[config.mk]
export PLATFORM = sky130hd
export DESIGN_NAME = sine_rom_sequencer_flat
export DESIGN_NICKNAME = d
export VERILOG_FILES = /design/src/rtl/sine_rom_sequencer_pkg.sv /design/src/rtl/sine_rom_sequencer_if.sv /design/src/rtl/sine_rom_sequencer_sample_fifo2.sv /design/src/rtl/sine_rom_sequencer.sv /design/src/flat_wrapper.sv
export SDC_FILE = /design/constraint.sdc
export NUM_CORES = 1
export LEC_CHECK = 0
export ABC_AREA = 0
export ABC_CLOCK_PERIOD_IN_PS = 4100
export BUFFER_PORTS_ARGS = -buffer_cell sky130_fd_sc_hd__buf_4
export CORE_ASPECT_RATIO = 1.5
export CORE_MARGIN = 2
export CORE_UTILIZATION = 47
export CTS_CLUSTER_DIAMETER = 40
export DETAILED_ROUTE_END_ITERATION = 8
export PLACE_DENSITY = 0.79
export SYNTH_ARGS = -nofsm -noshare
export SYNTH_HDL_FRONTEND = slang
export SYNTH_SLANG_ARGS = --single-unit
[constraint.sdc]
create_clock -name clk -period 4.1 [get_ports clk]
set_clock_uncertainty 0.2 [all_clocks]
set_input_delay 0.615 -clock clk [delete_from_list [all_inputs] [get_ports clk]]
set_output_delay 0.615 -clock clk [all_outputs]
set_load 0.05 [all_outputs]
[src/rtl/sine_rom_sequencer_pkg.sv]
// Shared definitions for the sine ROM sequencer: FSM state encoding and
// the default phase accumulator width.
package sine_rom_sequencer_pkg;

    localparam int SINE_PHASE_W = 16;

    typedef enum logic [1:0] {
        ST_IDLE  = 2'd0,
        ST_RUN   = 2'd1,
        ST_DRAIN = 2'd2
    } seq_state_e;

endpackage

[src/rtl/sine_rom_sequencer_if.sv]
// Valid/ready sample stream leaving the sequencer.
interface sine_rom_sequencer_if #(
    parameter int WIDTH = 32
);
    logic [WIDTH-1:0] data;
    logic             valid;
    logic             ready;

    modport master (output data, output valid, input ready);
    modport slave  (input data, input valid, output ready);
endinterface

[src/rtl/sine_rom_sequencer_sample_fifo2.sv]
// Two-entry output buffer; head entry drives the sample stream.
module sample_fifo2 #(
    parameter int WIDTH = 32
) (
    input  logic             clk,
    input  logic             rst_n,
    input  logic             push_i,
    input  logic [WIDTH-1:0] push_data_i,
    input  logic             pop_i,
    output logic [WIDTH-1:0] data_o,
    output logic             valid_o,
    output logic [1:0]       occ_o
);
    logic [WIDTH-1:0] head_q, head_d, tail_q, tail_d;
    logic [1:0]       occ_q, occ_d;

    always_comb begin
        head_d = head_q;
        tail_d = tail_q;
        occ_d  = occ_q;
        unique case ({push_i, pop_i})
            2'b10: begin
                if (occ_q == 2'd0) head_d = push_data_i;
                else               tail_d = push_data_i;
                occ_d = occ_q + 2'd1;
            end
            2'b01: begin
                head_d = tail_q;
                occ_d  = occ_q - 2'd1;
            end
            2'b11: begin
                // occupancy unchanged; with one entry the new word becomes the head
                if (occ_q == 2'd1) begin
                    head_d = push_data_i;
                end else begin
                    head_d = tail_q;
                    tail_d = push_data_i;
                end
            end
            default: ;
        endcase
    end

    always_ff @(posedge clk or negedge rst_n) begin
        if (!rst_n) begin
            head_q <= '0;
            tail_q <= '0;
            occ_q  <= 2'd0;
        end else begin
            head_q <= head_d;
            tail_q <= tail_d;
            occ_q  <= occ_d;
        end
    end

    assign data_o  = head_q;
    assign valid_o = (occ_q != 2'd0);
    assign occ_o   = occ_q;
endmodule

[src/rtl/sine_rom_sequencer.sv]
// Phase-accumulator ROM sequencer streaming samples through a 2-entry buffer.
//   state    | meaning
//   ST_IDLE  | waiting for start, no reads issued
//   ST_RUN   | issuing ROM reads whenever the buffer has room
//   ST_DRAIN | no new reads; delivering in-flight and buffered samples
module sine_rom_sequencer
    import sine_rom_sequencer_pkg::*;
#(
    parameter  int WIDTH   = 32,
    parameter  int DEPTH   = 64,
    parameter  int PHASE_W = SINE_PHASE_W,
    localparam int AW      = $clog2(DEPTH)
) (
    input  logic                 clk,
    input  logic                 rst_n,
    input  logic                 start_i,
    input  logic                 stop_i,
    input  logic [PHASE_W-1:0]   step_i,
    output logic                 rom_en_o,
    output logic [AW-1:0]        rom_addr_o,
    input  logic [WIDTH-1:0]     rom_data_i,
    output logic                 busy_o,
    output logic                 wrap_o,
    sine_rom_sequencer_if.master smp
);
    seq_state_e         state_q, state_d;
    logic [PHASE_W-1:0] phase_q, phase_d, step_q, step_d;
    logic               pend_q;
    logic [PHASE_W:0]   phase_sum;
    logic [1:0]         occ;
    logic [WIDTH-1:0]   head_data;
    logic               head_valid, pop, room, launch, drained, issue;

    assign pop       = head_valid & smp.ready;
    // a new read lands in the buffer next cycle, so count the one already in flight
    assign room      = ({1'b0, occ} + {2'b00, pend_q}) < (3'd2 + {2'b00, pop});
    assign launch    = start_i & ~stop_i;
    assign drained   = ~pend_q & (occ == 2'd0);
    assign phase_sum = {1'b0, phase_q} + {1'b0, step_q};

    always_ff @(posedge clk or negedge rst_n) begin
        if (!rst_n) state_q <= ST_IDLE;
        else        state_q <= state_d;
    end

    always_comb begin
        state_d = state_q;
        unique case (state_q)
            ST_IDLE:  if (launch)  state_d = ST_RUN;
            ST_RUN:   if (stop_i)  state_d = ST_DRAIN;
            ST_DRAIN: if (drained) state_d = ST_IDLE;
            default:               state_d = ST_IDLE;
        endcase
    end

    always_comb begin
        busy_o   = (state_q != ST_IDLE);
        issue    = (state_q == ST_RUN) & ~stop_i & room;
        rom_en_o = issue;
        wrap_o   = issue & phase_sum[PHASE_W];
    end

    always_comb begin
        phase_d = phase_q;
        step_d  = step_q;
        if ((state_q == ST_IDLE) && launch) begin
            phase_d = '0;
            step_d  = step_i;
        end else if (issue) begin
            phase_d = phase_sum[PHASE_W-1:0];
        end
    end

    always_ff @(posedge clk or negedge rst_n) begin
        if (!rst_n) begin
            phase_q <= '0;
            step_q  <= '0;
            pend_q  <= 1'b0;
        end else begin
            phase_q <= phase_d;
            step_q  <= step_d;
            pend_q  <= issue;
        end
    end

    assign rom_addr_o = phase_q[PHASE_W-1 -: AW];

    sample_fifo2 #(.WIDTH(WIDTH)) u_fifo (
        .clk         (clk),
        .rst_n       (rst_n),
        .push_i      (pend_q),
        .push_data_i (rom_data_i),
        .pop_i       (pop),
        .data_o      (head_data),
        .valid_o     (head_valid),
        .occ_o       (occ)
    );

    assign smp.data  = head_data;
    assign smp.valid = head_valid;
endmodule

[src/flat_wrapper.sv]
// flat-port wrapper written by rule: the top's interface ports become plain ports
module sine_rom_sequencer_flat import sine_rom_sequencer_pkg::*;
#(
    parameter  int WIDTH   = 32,
    parameter  int DEPTH   = 64,
    parameter  int PHASE_W = SINE_PHASE_W,
    localparam int AW      = $clog2(DEPTH)
)
  (clk, rst_n, start_i, stop_i, step_i, rom_en_o, rom_addr_o, rom_data_i, busy_o, wrap_o, smp_data, smp_valid, smp_ready);
  sine_rom_sequencer_if #(.WIDTH(WIDTH)) smp_i ();
  input  logic clk;
  input  logic rst_n;
  input  logic start_i;
  input  logic stop_i;
  input  logic [PHASE_W-1:0] step_i;
  output logic rom_en_o;
  output logic [AW-1:0] rom_addr_o;
  input  logic [WIDTH-1:0] rom_data_i;
  output logic busy_o;
  output logic wrap_o;
  output wire logic [$bits(smp_i.data)-1:0] smp_data;
  output wire logic [$bits(smp_i.valid)-1:0] smp_valid;
  input wire logic [$bits(smp_i.ready)-1:0] smp_ready;
  assign smp_data = smp_i.data;
  assign smp_valid = smp_i.valid;
  assign smp_i.ready = smp_ready;
  sine_rom_sequencer #(.WIDTH(WIDTH), .DEPTH(DEPTH), .PHASE_W(PHASE_W)) u_core (.clk(clk), .rst_n(rst_n), .start_i(start_i), .stop_i(stop_i), .step_i(step_i), .rom_en_o(rom_en_o), .rom_addr_o(rom_addr_o), .rom_data_i(rom_data_i), .busy_o(busy_o), .wrap_o(wrap_o), .smp(smp_i));
endmodule
==> results.toml, run 1 <==
[placement]
numPortBuffers = 94
gp_congestion = 0.8811
detailed_place_hpwl_mm = 7.771
dp_cells = 666
placedInstanceArea_um2 = 5705

[logic_synthesis]
synth_top_family_by_area = "compound AO/OA/AOI/OAI gates"
synthMuxAreaShare_pct = 7.565
yosys_warnings = 0
ys_types = 44
async_reset_ff_share_pct = 100.0
syn_avg_cell_area_um2 = 10.29
synth_edf_count = 0
synthAdderAreaFrac_pct = 6.287
synth_compound_area_share_pct = 15.41
seq_area_frac_synth_pct = 51.62
ys_ff_latch = 101
synthXorXnorAreaFrac_pct = 2.147
synth_cells = 476
synth_nets = 553
yosys.area_share.simple_pct = 13.47
synthesis.area_um2 = 4896
synth_ff_type = "dfrtp_1"

[finish]
final_cell_area_um2 = 6013
area_growth_pct = 22.82
drive_above_1_share_pct = 28.14
layout.cells.non_filler = 682
layout_common_cells = "buf_4 (102), dfrtp_1 (101), nand2_1 (97), o21ai_0 (55)"
layout_commonest_cell = "buf_4"
finalNetCount = 637
diodes = 0

[routing]
via_per_inst = 5.696
drt-total-wl_mm = 10.91
drc = 0
postRouteAntennaNets = 0
vias = 3885
drt-pass1-iter-count = 4
wl_per_cell_um = 16.00
drtIter0Drc = 269

[die]
die_w_um = 87.34
initial_utilization_pct = 48.31
pin_count = 95
dieHeight_um = 129
num_rows = 45
fp.coreArea_um2 = 10130
dieArea_um2 = 11270

[min_path]
holdCritPathClass = "in2async"

[worst_setup_path]
critPathMaxFanout = 4
crit_chain = "ha_1 -> fa_1 -> a21o_1 -> a221oi_2 -> o21ai_4 -> a211o_2 -> nand3_1 -> a21oi_1 -> buf_4"
max_stage_delay_ns = 0.42
arrival_ns = 2.76
worstSetupPathType = "reg2out"
cp_slowest_cell = "fa_1"
critPathRequiredTime_ns = 3.28
worst-path-buf-inv = 1
setup.worst_path.end_class = "output pin"
cp-start-kind = "flip-flop"
critPathTopFamily = "compound AO/OA/AOI/OAI gates"

[clocking]
cts_root_buf = "clkbuf_16"
cts_buffer_depth = 2
cts_sinks = 101
cts_tree = "yes"
cts_setup_buffers = 0
ctsHoldBuffers = 0
clk_pin_slew_ns = 0.07
cts-resized-gates = 0
clk-insertion-delay-late_ns = 0.35
cts_max_level = 3
cts_made_buffers = 9

[global_routing]
met2_usage_pct = 36.27
grt_pass1_vias = 4049
grt_max_degree = 44
gr-total-overflow = 0
grt_use_met3_pct = 4.362
grt_pass1_wl_mm = 18.34
use_met1_pct = 23.62
grt.busiest_layer = "met2"
grt.total_usage_pct = 20.63
antenna_found_initial = 0

[timing]
worstMarginPinSlew_ns = 0.9978
min_period_ns = 3.577
setup_violations = 0
fmax_ghz = 0.2796
hold_slack_ns = 0.03274
finalHoldViolCount = 0
maxSlewHeadroom_pct = 32.06
fin_crit_sh_pct = 87.23
rsz0062_at_grt = "false"
slew_viol_final = 0
fin_tns_setup_ns = 0

[power]
p_per_area_nw_per_um2 = 881.0
p_leak_nw = 2.902
total_power_mw = 5.297
ir_drop_mv = 0.4742

[run_status]
status = "finished clean"

[job]
drv_cap = 0
state kept, by name, summed over array words and instances, names as in the netlist:
| name | flops |
|---|---|
| u_core.state_q | 2 |
| u_core.u_fifo.data_o | 32 |
| u_core.phase_q | 16 |
| u_core.pend_q | 1 |
| u_core.u_fifo.tail_q | 32 |
| u_core.u_fifo.occ_o | 2 |
| u_core.step_q | 16 |
cell type report:
class / instances / area [µm²]
Clock buffer: 11 / 242.7
Clock inverter: 5 / 65.06
Fill cell: 858 / 4121
Inverter: 9 / 33.78
Multi-Input combinational cell: 337 / 2232
Sequential cell: 101 / 2527
Tap cell: 117 / 146.4
Timing Repair Buffer: 102 / 765.7
through the flow:
| step | utilization [%] | setup WS, ns |
|---|---|---|
| finish | 59.33 | 0.5234 |
| global route | 59.33 | 0.4061 |
| CTS | 59.33 | 0.5104 |
| detailed placement | 56.30 | 0.8939 |
| global placement | 56.30 | 0.9233 |
| floorplan | - | 0.8164 |
layer usage:
metal	vias up	share of wire, %
met5	-	0
met4	0	2.7
met3	23	5.9
met2	120	53
met1	1890	38
li1	1852	-
synth_stat cells (2+ instances only):
cell | n | share of area (%)
a211oi_1 | 2 | 0.31
a21o_1 | 4 | 0.61
a21oi_1 | 15 | 1.5
a22oi_1 | 32 | 4.9
a31oi_1 | 2 | 0.26
buf_2 | 5 | 0.51
buf_4 | 6 | 0.92
clkbuf_1 | 18 | 1.4
dfrtp_1 | 101 | 52
ha_1 | 23 | 5.9
inv_1 | 8 | 0.61
mux2_2 | 32 | 7.4
nand2_1 | 97 | 7.4
nand3_1 | 21 | 2.1
nand3b_1 | 3 | 0.46
nand4_1 | 4 | 0.51
nand4b_1 | 2 | 0.36
nor2_1 | 9 | 0.69
nor3_1 | 2 | 0.20
o211ai_1 | 2 | 0.31
o21ai_0 | 55 | 5.6
xnor2_1 | 6 | 1.1
xor2_1 | 6 | 1.1
kinds of logic after synthesis:
logic type               Yosys count
AND/OR/NAND/NOR                  147
AO/OA/AOI/OAI                    121
XOR/XNOR                          12
adder cells (fa/ha/maj)           24
buffers and inverters             38
flip-flops                       101
multiplexers                      33
path summary, 6_finish.rpt:
check,from,endpoint,slack (ns),depth (start not counted)
worst min register to register,u_core.u_fifo.data_o[25],u_core.u_fifo.data_o[25],0.28,2
worst max register to register,u_core.u_fifo.occ_o[0],u_core.u_fifo.data_o[5],1.10,8
worst min-delay path,rst_n,u_core.step_q[15],0.03,1
worst max-delay path,u_core.step_q[0],wrap_o,0.52,9
min in group clk,step_i[12],u_core.step_q[12],0.26,3
max in group asynchronous,rst_n,u_core.phase_q[5],2.74,2
power breakdown:
group	switching [mW]	internal [mW]	total (mW)	leakage, nW
Sequential	0.298	1.48	1.77	1.26
Clock	0.372	0.497	0.868	0.151
Combinational	1.68	0.974	2.66	1.49
Power figures use the tool's default switching activity.
==> inputs of run 2 (changes only) <==
PLACE_DENSITY = 0.71   (was 0.79)
RECOVER_POWER = 100   (was not set)
==> results.toml, run 2 (synthesis gave the netlist of run 1 again) <==
[placement]
detailed_place_hpwl_mm = 7.607
gp_congestion = 0.8396
dp_cells = 667
dpl_worst_slack_ns = 0.8571
numPortBuffers = 94

[power]
ir_drop_mv = 0.4788
switching_share_pct = 46.44
total_power_mw = 5.062
p_per_area_nw_per_um2 = 869.3
power_frac_comb_pct = 48.9
seqPwrFrac_pct = 34.9
p_leak_nw = 2.719
switchingPower_mw = 2.351
p_clk_share_pct = 16.2
internal-power_mw = 2.711

[job]
drv_cap = 1

[finish]
postLayoutCoreUtil_pct = 57.46
layout_commonest_cell = "dfrtp_1"
fillCellCount = 940
layout_common_cells = "dfrtp_1 (101), nand2_1 (97), buf_4 (56), o21ai_0 (55), clkbuf_1 (45)"
diodes = 0
layout.cells.non_filler = 683
finalNetCount = 638
area_growth_pct = 18.94
drive_above_1_share_pct = 20.32

[routing]
postRouteAntennaNets = 0
drc = 0
via_per_inst = 5.533
drt-total-wl_mm = 10.75
drt-pass1-iter-count = 4
wl_per_cell_um = 15.74
drtIter0Drc = 136
vias = 3779

[worst_setup_path]
critPathRequiredTime_ns = 3.28
startpoint = "u_core.step_q[0]"
arrival_ns = 2.82
cp-start-kind = "flip-flop"
setup.worst_path.end_class = "output pin"
worstSetupPathType = "reg2out"
r2r_start = "u_core.u_fifo.occ_o[0]"
critPathMaxFanout = 4
ff2ff_setup_slack_ns = 0.88

[timing]
setup_ws_ns = 0.4618
fmax_ghz = 0.2749
setup_violations = 0
maxSlewHeadroom_pct = -21.53
slew_viol_final = 74
finalHoldViolCount = 0
fin_crit_sh_pct = 88.74
rsz0062_at_grt = "false"
worstMarginPinSlew_ns = 1.823
fin_tns_setup_ns = 0
min_period_ns = 3.638

[die]
num_rows = 45
pin_count = 95
initial_utilization_pct = 48.31
dieArea_um2 = 11270
die_w_um = 87.34
fp.coreArea_um2 = 10130
dieHeight_um = 129

[clocking]
cts_buffer_depth = 2
clk-insertion-delay-late_ns = 0.34
cts_max_level = 3
ctsHoldBuffers = 0
cts_root_buf = "clkbuf_16"
clk_pin_slew_ns = 0.07
cts-resized-gates = 0
cts_tree = "yes"
cts_setup_buffers = 0
cts_made_buffers = 9
cts_sinks = 101

[global_routing]
grt.total_usage_pct = 20.44
gr-total-overflow = 0
grt_max_degree = 74
grt_pass1_vias = 3961
antenna_found_initial = 0
grt_pass1_wl_mm = 18.28

[min_path]
min_from = "step_i[13]"
holdCritPathClass = "in2reg"

[run_status]
status = "finished, violations left"
violations = "max-capacitance violations, max-slew violations"
-- run 2: cell count changes in the layout (fill, tap and decap cells not counted), sizes merged --
cell	previous run	this run
buf	102	56
bufinv	1	0
clkbuf	11	56
clkinvlp	0	1
inv	10	12
-- run 2: stage by stage --
stage | hold slack [ns] | instance area, µm²
floorplan | 0.1194 | 4896
global placement | 0.2645 | 5713
detailed placement | 0.2695 | 5713
CTS | 0.2530 | 6005
global route | 0.2593 | 5823
finish | 0.2632 | 5823
-- run 2: final cells by class --
type / instances / area [µm²] / share of cell area (%)
sequential: 101 / 2527 / 43.40
multi-input combinational: 337 / 2225 / 38.20
timing repair buffer: 103 / 599.3 / 10.29
clock buffer: 9 / 225.2 / 3.868
tap: 117 / 146.4 / 2.514
clock inverter: 7 / 66.31 / 1.139
inverter: 9 / 33.78 / 0.5801
-- run 2: routing by layer --
metal / track usage (%) / share of wire, %
met1: 24.32 / 41
met2: 35.20 / 51
met3: 5.067 / 5.1
met4: 7.873 / 2.5
met5: 0 / 0
-- run 2: final timing paths --
| check | to | cells after the start |
|---|---|---|
| hold reg to reg | u_core.u_fifo.data_o[1] | 2 |
| hold / removal | u_core.step_q[13] | 3 |
| setup / recovery | wrap_o | 9 |
| max in group asynchronous | u_core.step_q[3] | 2 |
| setup reg to reg | u_core.u_fifo.tail_q[17] | 9 |
| min in group asynchronous | u_core.step_q[14] | 1 |
-- run 2: critical path, stage by stage (launching register included) --
cell and delay (ns):
dfrtp_1 0.39, ha_1 0.24, fa_1 0.41, a21o_1 0.21, a221oi_2 0.44, o21ai_4 0.12, a211o_2 0.31, nand3_1 0.09
a21oi_1 0.07, buf_4 0.19
-- run 2: power groups by stage --
stage / Sequential (mW) / Combinational (mW) / Clock, mW
final: 1.77 / 2.47 / 0.819
after global routing: 1.83 / 2.74 / 0.883
after CTS: 1.77 / 2.67 / 0.843
after detailed placement: 1.79 / 2.65 / 0
after global placement: 1.76 / 2.58 / 0
after floorplan: 2.20 / 1.51 / 0
